`config.mk`:
```
export PLATFORM = sky130hd
export DESIGN_NAME = cond_issue_ctrl
export DESIGN_NICKNAME = d
export VERILOG_FILES = /design/src/rtl/cond_pkg.sv /design/src/rtl/cond_eval.sv /design/src/rtl/cond_issue_ctrl.sv
export SDC_FILE = /design/constraint.sdc
export NUM_CORES = 1
export LEC_CHECK = 0
export BUFFER_PORTS_ARGS = -buffer_cell sky130_fd_sc_hd__buf_2
export CORE_MARGIN = 4
export CORE_UTILIZATION = 52
export DETAILED_ROUTE_END_ITERATION = 12
export PLACE_DENSITY = 0.81
export SYNTH_ARGS = -nofsm -noshare
export SYNTH_HDL_FRONTEND = slang
export SYNTH_HIERARCHICAL = 1
export SYNTH_SLANG_ARGS = --single-unit
```
`constraint.sdc`:
```
create_clock -name clk -period 4.5 [get_ports clk]
set_input_delay 0.225 -clock clk [delete_from_list [all_inputs] [get_ports clk]]
set_output_delay 0.225 -clock clk [all_outputs]
set_load 0.01 [all_outputs]
```
`src/rtl/cond_pkg.sv`:
```
// Shared types for the conditional-issue controller: ARM condition codes, NZCV bit positions, FSM states.
// Latency: n/a (types only).
// Backpressure: n/a.
package cond_pkg;

    typedef enum logic [3:0] {
        EQ = 4'h0, NE = 4'h1, CS = 4'h2, CC = 4'h3,
        MI = 4'h4, PL = 4'h5, VS = 4'h6, VC = 4'h7,
        HI = 4'h8, LS = 4'h9, GE = 4'ha, LT = 4'hb,
        GT = 4'hc, LE = 4'hd, AL = 4'he, NV = 4'hf
    } cond_e;

    localparam int N_BIT = 3;
    localparam int Z_BIT = 2;
    localparam int C_BIT = 1;
    localparam int V_BIT = 0;

    typedef enum logic [1:0] {RUN, STALL, FLUSH} state_e;

    // Registered issue word handed to EX.
    typedef struct packed {
        logic valid;
        logic exec;
        logic br_taken;
    } ex_word_t;

endpackage

```
`src/rtl/cond_eval.sv`:
```
// Evaluates a 4-bit ARM condition code against NZCV flags.
// Latency: combinational.
// Backpressure: none.
module cond_eval
    import cond_pkg::*;
(
    input  logic [3:0] flags,
    input  logic [3:0] cond,
    output logic       pass
);

    logic n, z, c, v;

    assign n = flags[N_BIT];
    assign z = flags[Z_BIT];
    assign c = flags[C_BIT];
    assign v = flags[V_BIT];

    always_comb begin
        pass = 1'b0;
        case (cond_e'(cond))
            EQ:      pass = z;
            NE:      pass = ~z;
            CS:      pass = c;
            CC:      pass = ~c;
            MI:      pass = n;
            PL:      pass = ~n;
            VS:      pass = v;
            VC:      pass = ~v;
            HI:      pass = c & ~z;
            LS:      pass = ~c | z;
            GE:      pass = (n == v);
            LT:      pass = (n != v);
            GT:      pass = ~z & (n == v);
            LE:      pass = z | (n != v);
            AL:      pass = 1'b1;
            NV:      pass = 1'b0; // treated as "never" rather than the legacy unconditional space
            default: pass = 1'b0;
        endcase
    end

endmodule

```
`src/rtl/cond_issue_ctrl.sv`:
```
// Decode->EX conditional-issue controller: owns NZCV, stalls on in-flight flag writes, squashes after taken branches.
// Latency: issue word registered, 1 cycle after accept; flag write bypasses into same-cycle evaluation.
// Backpressure: id_ready drops while a needed flag write is pending; wrong-path slots are accepted and discarded.
module cond_issue_ctrl
    import cond_pkg::*;
#(
    parameter int FLUSH_CYCLES = 2
) (
    input  logic       clk,
    input  logic       rst,
    input  logic       id_valid,
    output logic       id_ready,
    input  logic [3:0] id_cond,
    input  logic       id_s,
    input  logic       id_branch,
    input  logic       flag_we,
    input  logic [3:0] flag_in,
    output logic       ex_valid,
    output logic       ex_exec,
    output logic       ex_branch_taken,
    output logic [3:0] flags,
    output logic       flush_active
);

    state_e     state_q, state_d;
    logic [2:0] cnt_q, cnt_d;
    logic [3:0] flags_q;
    logic       pending_q;
    ex_word_t   ex_q;

    logic [3:0] eff_flags;
    logic       pend_eff;
    logic       stall;
    logic       pass;
    logic       issue;

    assign eff_flags = flag_we ? flag_in : flags_q;
    assign pend_eff  = pending_q & ~flag_we;
    // AL without S cannot observe or clobber the in-flight flags, so it may slip past.
    assign stall     = pend_eff & ((id_cond != AL) | id_s);

    cond_eval u_cond_eval (
        .flags (eff_flags),
        .cond  (id_cond),
        .pass  (pass)
    );

    always_comb begin
        state_d  = state_q;
        cnt_d    = cnt_q;
        id_ready = 1'b1;
        issue    = 1'b0;
        case (state_q)
            RUN, STALL: begin
                // STALL exits and accepts in the same cycle the stall condition clears.
                id_ready = ~stall;
                issue    = id_valid & ~stall;
                if (issue & pass & id_branch) begin
                    state_d = FLUSH;
                    cnt_d   = 3'(FLUSH_CYCLES);
                end else if (id_valid & stall) begin
                    state_d = STALL;
                end else if ((state_q == STALL) & pend_eff) begin
                    state_d = STALL;
                end else begin
                    state_d = RUN;
                end
            end
            FLUSH: begin
                id_ready = 1'b1;
                if (id_valid) begin
                    cnt_d = cnt_q - 3'd1;
                    if (cnt_q <= 3'd1) begin
                        state_d = RUN;
                        cnt_d   = 3'd0;
                    end
                end
            end
            default: begin
                state_d = RUN;
                cnt_d   = 3'd0;
            end
        endcase
    end

    always_ff @(posedge clk) begin
        if (rst) begin
            state_q   <= RUN;
            cnt_q     <= 3'd0;
            flags_q   <= 4'b0000;
            pending_q <= 1'b0;
            ex_q      <= '0;
        end else begin
            state_q <= state_d;
            cnt_q   <= cnt_d;
            if (flag_we) begin
                flags_q <= flag_in;
            end
            // The same-cycle write belongs to an older instruction, so a new setter wins.
            if (issue & pass & id_s) begin
                pending_q <= 1'b1;
            end else if (flag_we) begin
                pending_q <= 1'b0;
            end
            ex_q.valid    <= issue;
            ex_q.exec     <= issue & pass;
            ex_q.br_taken <= issue & pass & id_branch;
        end
    end

    assign ex_valid        = ex_q.valid;
    assign ex_exec         = ex_q.exec;
    assign ex_branch_taken = ex_q.br_taken;
    assign flags           = flags_q;
    assign flush_active    = (state_q == FLUSH);

endmodule
```
---- Yosys cells after proc, flatten, opt, wreduce, memory -nomap -nowiden ----
Cells that the tools add are included.
storage, ports and cells
  input port bits ......................... 14
  register bits after elaboration ......... 13
operators by class
  add/subtract/negate cells ............... 1
  bitwise operators ....................... 21
  reductions and logical operators ........ 6
  mux-type cells .......................... 16
  $lt $le $gt $ge ......................... 1
  eq/ne operators ......................... 23
operator list
  operator                                                        count
  equality test 4 bit, second input constant                      8
  equality test 4 x 3 -> 1 bit, second input constant             4
  case mux 1 bit (16 select lines)                                1
  AND 1 bit                                                       12
  2-to-1 mux 3 bit                                                3
  equality test 4 x 2 -> 1 bit, second input constant             2
  2-to-1 mux 1 bit                                                6
  2-to-1 mux 2 bit                                                3
  NOT 1 bit                                                       6
  case mux 3 bit (2 select lines)                                 1
  equality test 4 x 1 -> 1 bit, second input constant             1
  logical NOT 4 bit                                               1
  2-to-1 mux 4 bit                                                1
  inequality test 2 bit, second input constant                    2
  inequality test 4 bit, second input constant                    1
  case mux 2 bit (2 select lines)                                 1
  AND reduction 2 bit                                             2
  less-or-equal comparator 3 x 1 -> 1 bit, second input constant  1
  OR 1 bit                                                        3
  subtractor 3 x 1 -> 3 bit, second input constant                1
  equality test 2 x 1 -> 1 bit, second input constant             1
  equality test 2 bit, second input constant                      1
  logical NOT 2 bit                                               1
  inequality test 2 x 1 -> 1 bit, second input constant           1
  other kinds (4)                                                 4

---- Logic depth before layout (Yosys ltp) ----
Gate-level depths: netlist of the first run.
  depth after elaboration ................. 9
  depth in mapped cells ................... 10
  gate-level depth less buffers ........... 10

---- Cells and area by module ----
Netlist of the first run, hierarchy kept.
by module, submodules not included
  module           cells each  times used  sequential area each (sq um)  area an instance (sq um)
  cond_issue_ctrl  61          1           260.2                         599.3
  cond_eval        23          1           0.0                           155.1

---- Worst setup path after synthesis of the first run ----
No wires, ideal clock.
  path kind ............................... register to register
  start ................................... register flags_q[3] (netlist: flags[3])
  end ..................................... register cnt_q[0]
  data arrival time ....................... 2.264 ns
  buffers on the path ..................... 0
  setup slack ............................. 2.113 ns
  data required time ...................... 4.377 ns
  stages on the path, launching flop included .. 11
  setup time .............................. 0.123 ns
  period minus slack after synthesis ...... 2.387 ns
  path through ............................ dfxtp_1 > mux2_2 > xor2_1 > xor2_1 > a2111oi_1 > a311oi_1 > o22ai_1 > nand3_1 > nand2_1 > and2_1 > mux2_1
between the ends
  longest elaborated chain between the ends .. 8
  elaborated cells between the ends (all ways) .. 11
  those cells by class .................... eq/ne (3); mux (2); bitwise (5); reduce/logical (1)
RTL lines
  item                                                          line                              source
  start, declared                                               cond_issue_ctrl.sv:27             logic [3:0] flags_q;
  start signal, assigned                                        cond_issue_ctrl.sv:97             flags_q <= flag_in;
  2-to-1 mux 4 bit (*)                                          -
  net eff_flags[3]                                              cond_issue_ctrl.sv:31             logic [3:0] eff_flags;
  inequality test 1 bit or equality test 1 bit (tied branches)  -
  OR 1 bit or AND 1 bit (tied branches)                         cond_eval.sv:35, cond_eval.sv:34
  case mux 1 bit (16 select lines) (*)                          cond_eval.sv:21                   case (cond_e'(cond))
  net pass                                                      cond_issue_ctrl.sv:34             logic pass;
  AND 1 bit (*) (2 in a row)                                    cond_issue_ctrl.sv:58             if (issue & pass & id_branch) begin
  inequality test 2 bit (no source line) (*)                    -
  AND reduction 2 bit (no source line) (*)                      -
  end signal, assigned                                          cond_issue_ctrl.sv:95             cnt_q <= cnt_d;
  end, declared                                                 cond_issue_ctrl.sv:26             logic [2:0] cnt_q, cnt_d;
Mark *: on every way through the listed nets, which the timed path passes. The rest lies on a longest branch.
A chain may end at the register's enable or synchronous reset.

---- Worst setup path in the final report of the first run ----
Ends and elaborated chain as after synthesis.

==> flow_summary.ini, run 1 <==
[floorplan]
initial_utilization_pct = 56.6
placementRows = 13
die_w_um = 46.1
die_h_um = 46.1
die_area_mm2 = 0.00212
coreArea_mm2 = 0.00133
io_pins = 23

[synth]
netlist_top_cells_area = dfxtp_1, mux2_2, and2_1
synth_fa_ha_area_share_pct = 3.32
ys_types = 38
synth_ff_type = dfxtp_1
ys_async_sr_fraction_pct = 0
syn-cell-area_um2 = 754
synthMostInstantiatedCell = dfxtp_1
yosysSeqAreaShare_pct = 34.5
synth-edff-count = 0
synth_cells = 84
synth_compound_area_share_pct = 20.6
avgSynthCellArea_um2 = 8.98
synth.mux.area_fraction_pct = 8.79
synth_top_family_by_area = simple AND/OR/NAND/NOR gates
synth_top_area_share_pct = 34.5
ys_seq_elements = 13
yosysWarnings = 6
synthesis.nets = 100
synthXorXnorAreaFrac_pct = 4.64
yosys.area.top_type = dfxtp_1
yosys-top-cells-count = dfxtp_1, nor2_1, inv_1, and2_1
synthSimpleGateAreaFrac_pct = 23.7

[cts]
cts.reportedPaths.clkPinSlew_ps = 80
clockBufferDepth = 2
cts_buffers = 3
cts_setup_buffers = 0
holdBufCountCts = 0
cts-root-buf = clkbuf_4
clkSinkCount = 13
htreeDepth = 1
cts_resized = 0
tritoncts = yes
clock_latency_ps = 290

[worst_setup_path]
end_kind = flop
path_delay_family = compound AO/OA/AOI/OAI gates
cp_max_fo = 4
startpoint_type = flop
crit_arrival_ps = 2720
critPathSlowestCell = a2111oi_1
max_stage_delay_ps = 380
crit_path_frequent_cell = xor2_1
cp_num_buf_inv = 0
worstSetupPathType = flop to flop
worstPathRequired_ps = 4680
crit_chain = mux2_2 -> xor2_1 -> xor2_1 -> a2111oi_1 -> a311oi_1 -> o22ai_1 -> nand3_1 -> nand2_1 -> and2_1 -> mux2_1

[drt]
drt_iter0_drc = 16
drt-pass1-iter-count = 4
detail-route-antenna-nets = 0
wl_um = 1670
via_per_inst = 5.90
drcViolationCount = 0
wl_per_cell_um = 13.6
dr_total_vias = 726

[place]
post-place-ws_ps = 1790
portBuffers = 22
placed_area_um2 = 872
hpwl_um = 1300
gp_congestion = 0.850

[cells_and_area]
final.fill_count = 109
n_antenna_cell = 0
syn_to_final_growth_pct = 19.1
layout.nets = 125
post-route-cell-area_um2 = 898
drive_gt1_share_pct = 30.6

[sta]
max_slew_margin_pct = 78.0
setup_violations = 0
slew_violations = 0
fin_crit_sh_pct = 56.5
rsz0062_at_grt = no
finalHoldViolCount = 0
fin_skew_ps = 6.94
fin_crit_ps = 2540
setup_ws_ps = 1960
fmax_mhz = 394
fin_setup_tns_ps = 0
tightest_slew_ps = 327

[global_route]
antenna_found_initial = 0
grt_pass1_vias = 627
grt.total_usage_pct = 18.1
grt_pass1_wl_um = 2690
grt_max_degree = 11
grt_overflow_total = 0

[pwr]
p_leak_nw = 0.400
power_frac_clock_pct = 29.1
ir_worst_vdd_v = 0.000149
power.density_mw_per_mm2 = 284
switchingPower_mw = 0.0736
pwr-share-seq_pct = 48.4
p_comb_share_pct = 22.5
p_int_mw = 0.182
swShare_pct = 28.8

[flow_run]
drv_cap = 0

[hold_path]
hp-class = input port to flop

[status]
status = finished, final reports clean
-- path summary, 6_finish.rpt --
check / slack [ps] / end / cells past startpoint / from
worst min register to register: 510 / state_q[0] / 2 / pending_q
worst max-delay path: 1960 / cnt_q[0] / 10 / flags[3]
worst max register to register: 1960 / cnt_q[0] / 10 / flags[3]
worst min-delay path: 190 / pending_q / 2 / rst
-- per-stage QoR --
stage          power (mW)  hold slack [ps]  instances  utilization (%)
3_3_place_gp        0.182              484        119             65.4
3_5_place_dp        0.183              487        119             65.4
6_report            0.255              193        123             67.4
4_1_cts             0.257              179        123             67.4
5_1_grt             0.269              196        123             67.4
2_1_floorplan       0.164              294         84                -
-- per-layer routing --
layer  wire length [um]  global-route usage, %  part of all wire (%)  vias up
met4                 38                   10.2                   2.3        0
met1                726                   23.2                    44      330
met2                730                   27.2                    44       35
met3                172                   4.69                    10        6
li1                   -                      -                     -      355
met5                  0                      0                     0        -
-- worst register-to-register path: stages, from the launching register on --
cell	delay (ps)
dfxtp_1	310
mux2_2	300
xor2_1	270
xor2_1	110
a2111oi_1	380
a311oi_1	80
o22ai_1	210
nand3_1	190
nand2_1	110
and2_1	170
mux2_1	320
-- layout make-up --
| type | count | area [um2] | share of cell area [%] |
|---|---|---|---|
| Multi-Input combinational cell | 63 | 460 | 51.3 |
| Clock buffer | 4 | 26.3 | 2.92 |
| Tap cell | 15 | 18.8 | 2.09 |
| Inverter | 6 | 22.5 | 2.51 |
| Sequential cell | 13 | 260 | 29.0 |
| Timing Repair Buffer | 22 | 110 | 12.3 |
-- sequential cells by signal, summed over array words and instances (netlist names) --
register,cells
state_q,2
pending_q,1
ex_valid,1
ex_exec,1
flags,4
cnt_q,3
ex_branch_taken,1
-- power groups by stage --
stage	registers, mW	clock network (mW)	logic, mW
after floorplan	0.128	0	0.0363
after global placement	0.126	0	0.0558
after detailed placement	0.126	0	0.0568
after CTS	0.123	0.0766	0.0571
after global routing	0.124	0.0814	0.0635
final	0.123	0.0743	0.0574
-- cells by family (layout without fill, tap and decap cells) --
kind of cell / after synthesis / count (layout)
AND/OR/NAND/NOR: 30 / 30
AO/OA/AOI/OAI: 21 / 21
flip-flops: 13 / 13
buffers and inverters: 8 / 32
multiplexers: 6 / 6
XOR/XNOR: 4 / 4
adder cells (fa/ha/maj): 2 / 2
-- placed cells by master (no fill, tap or decap), drive strengths merged --
cell type and instances:
buf 22, dfxtp 13, nor2 7, inv 6
and2 5, mux2 5, a21oi 4, o21ai 4
clkbuf 4, nand2 3, xor2 3, nand2b 3
o311ai 3, nor2b 2, nand3 2, nor3 2
nor4b 2, ha 2, and2b 1, or3 1
a211o 1, o21ba 1, a22oi 1, nor4 1
o221a 1, a32o 1, nand4b 1, o22a 1
mux2i 1, xnor2 1, a211oi 1, a2111oi 1
a311oi 1, o22ai 1
Power figures use the tool's default switching activity.
==> run 2, diff against run 1 <==
--- a/config.mk
+++ b/config.mk
@@ -7,9 +7,9 @@
 export LEC_CHECK = 0
 export BUFFER_PORTS_ARGS = -buffer_cell sky130_fd_sc_hd__buf_2
 export CORE_MARGIN = 4
-export CORE_UTILIZATION = 52
+export CORE_UTILIZATION = 49
 export DETAILED_ROUTE_END_ITERATION = 12
-export PLACE_DENSITY = 0.81
+export PLACE_DENSITY = 0.77
 export SYNTH_ARGS = -nofsm -noshare
 export SYNTH_HDL_FRONTEND = slang
 export SYNTH_HIERARCHICAL = 1
==> constraint.sdc (replaced) <==
create_clock -name clk -period 2.49 [get_ports clk]
set_input_delay 0.1245 -clock clk [delete_from_list [all_inputs] [get_ports clk]]
set_output_delay 0.1245 -clock clk [all_outputs]
set_load 0.01 [all_outputs]
==> run 2 against run 1 <==
Net effect:
- critical path type unchanged
- cell area increased by 4.2%
- global-route usage is 0.29 points higher
- largest cell class unchanged
- worst hold slack lost 100 ps
- non-clock buffer count up 3
- clock power grew 79%
- clock-buffer cell count unchanged
- worst setup slack worse by 1800 ps
- sequential share of layout area shrank 1.2 points
==> flow_summary.ini, run 2 (synthesis gave the netlist of run 1 again) <==
[status]
status = finished, final reports clean

[pwr]
ir_worst_vdd_v = 0.000217
power.density_mw_per_mm2 = 505
p_leak_nw = 0.417

[sta]
fin_skew_ps = 1.46
fin_setup_tns_ps = 0
tightest_slew_ps = 321
setup_ws_ps = 151
fmax_mhz = 428
fin_crit_sh_pct = 93.9
slew_violations = 0
setup_violations = 0
fin_crit_ps = 2340
max_slew_margin_pct = 78.3
finalHoldViolCount = 0
rsz0062_at_grt = no

[global_route]
grt_max_degree = 11
grt_pass1_vias = 656
grt_pass1_wl_um = 2770
antenna_found_initial = 0
grt_overflow_total = 0
grt.total_usage_pct = 18.4

[place]
portBuffers = 22
hpwl_um = 1340
post-place-ws_ps = 18.2
dp.cells = 121
gp_congestion = 0.830

[cells_and_area]
syn_to_final_growth_pct = 24.0
final_cell_mix = buf_2, dfxtp_1, nor2_1, inv_1
finalNonFillerCells = 126
largest_register_ffs = 4
final.fill_count = 122
layout_commonest_cell = buf_2
layout.nets = 128
n_antenna_cell = 0
drive_gt1_share_pct = 35.1

[flow_run]
drv_cap = 0

[floorplan]
initial_utilization_pct = 54.6
die_h_um = 47.2
die_area_mm2 = 0.00223
io_pins = 23
die_w_um = 47.2
placementRows = 13
coreArea_mm2 = 0.00138

[cts]
tritoncts = yes
holdBufCountCts = 0
clockBufferDepth = 2
htreeDepth = 1
clkSinkCount = 13
cts.reportedPaths.clkPinSlew_ps = 80
cts_buffers = 3
clock_latency_ps = 280
cts-root-buf = clkbuf_4

[worst_setup_path]
r2r_end = cnt_q[0]
rrSetupSlack_ps = 150
startpoint_type = flop
reg2reg_depth = 10
worstSetupPathType = flop to flop
crit_path_start = flags[3]
cp_max_fo = 3
end_kind = flop
worstPathRequired_ps = 2660
rr_startpoint = flags[3]
crit_arrival_ps = 2510

[drt]
drcViolationCount = 0
dr_total_vias = 705
drt_iter0_drc = 20
wl_um = 1680
detail-route-antenna-nets = 0
wl_per_cell_um = 13.3
drt-pass1-iter-count = 4
via_per_inst = 5.60

[hold_path]
min_to = pending_q
min_from = rst
min_path_cells = 2
hp-class = input port to flop
-- run 2: worst max-delay path by stage --
| stage | endpoint | cells past startpoint |
|---|---|---|
| 2_1_floorplan | cnt_q[0] | 10 |
| 4_1_cts | cnt_q[0] | 10 |
| 3_3_place_gp | cnt_q[0] | 11 |
| 3_5_place_dp | cnt_q[0] | 11 |
| 6_report | cnt_q[0] | 10 |
| 5_1_grt | cnt_q[0] | 10 |
-- run 2: through the flow --
stage	power (mW)	area (um2)	hold slack, ps	util (%)
after floorplan	0.296	754	194	-
after global placement	0.334	887	386	64.2
after detailed placement	0.336	887	382	64.2
after CTS	0.471	913	78.9	66.1
after global routing	0.502	936	81.2	67.7
final	0.473	936	90.9	67.7
-- run 2: cell type report --
class,count,area (um2),share of cell area [%]
flip-flops and latches,13,260,27.8
clock buffers,4,26.3,2.81
repair buffers,25,133,14.2
multi-input cells,63,475,50.8
well taps,15,18.8,2.01
inverters,6,22.5,2.41
-- run 2: power by group --
group / switching [mW] / total [mW] / internal [mW]
logic: 0.0603 / 0.116 / 0.0559
clock network: 0.0710 / 0.133 / 0.0622
registers: 0.00533 / 0.223 / 0.218
-- run 2: critical path, stage by stage (launching register included) --
cell and delay (ps):
dfxtp_1 310, mux2_2 310, xor2_2 200, xor2_1 160, a2111oi_2 300, a311oi_1 90
o22ai_1 190, nand3_1 130, nand2_1 90, and2_4 150, mux2_1 300
-- run 2: what timing repair did --
| item | in CTS | in global routing |
|---|---|---|
| setup buffers | 0 | 1 |
| gates resized for setup | 0 | 3 |
| endpoints found under the setup margin | 0 | 3 |
-- run 2: routing by layer --
layer  share of wire, %  track usage (%)
met5                  0                0
met4                2.1             9.94
met3                8.7             4.60
met2                 41             26.5
met1                 48             24.9
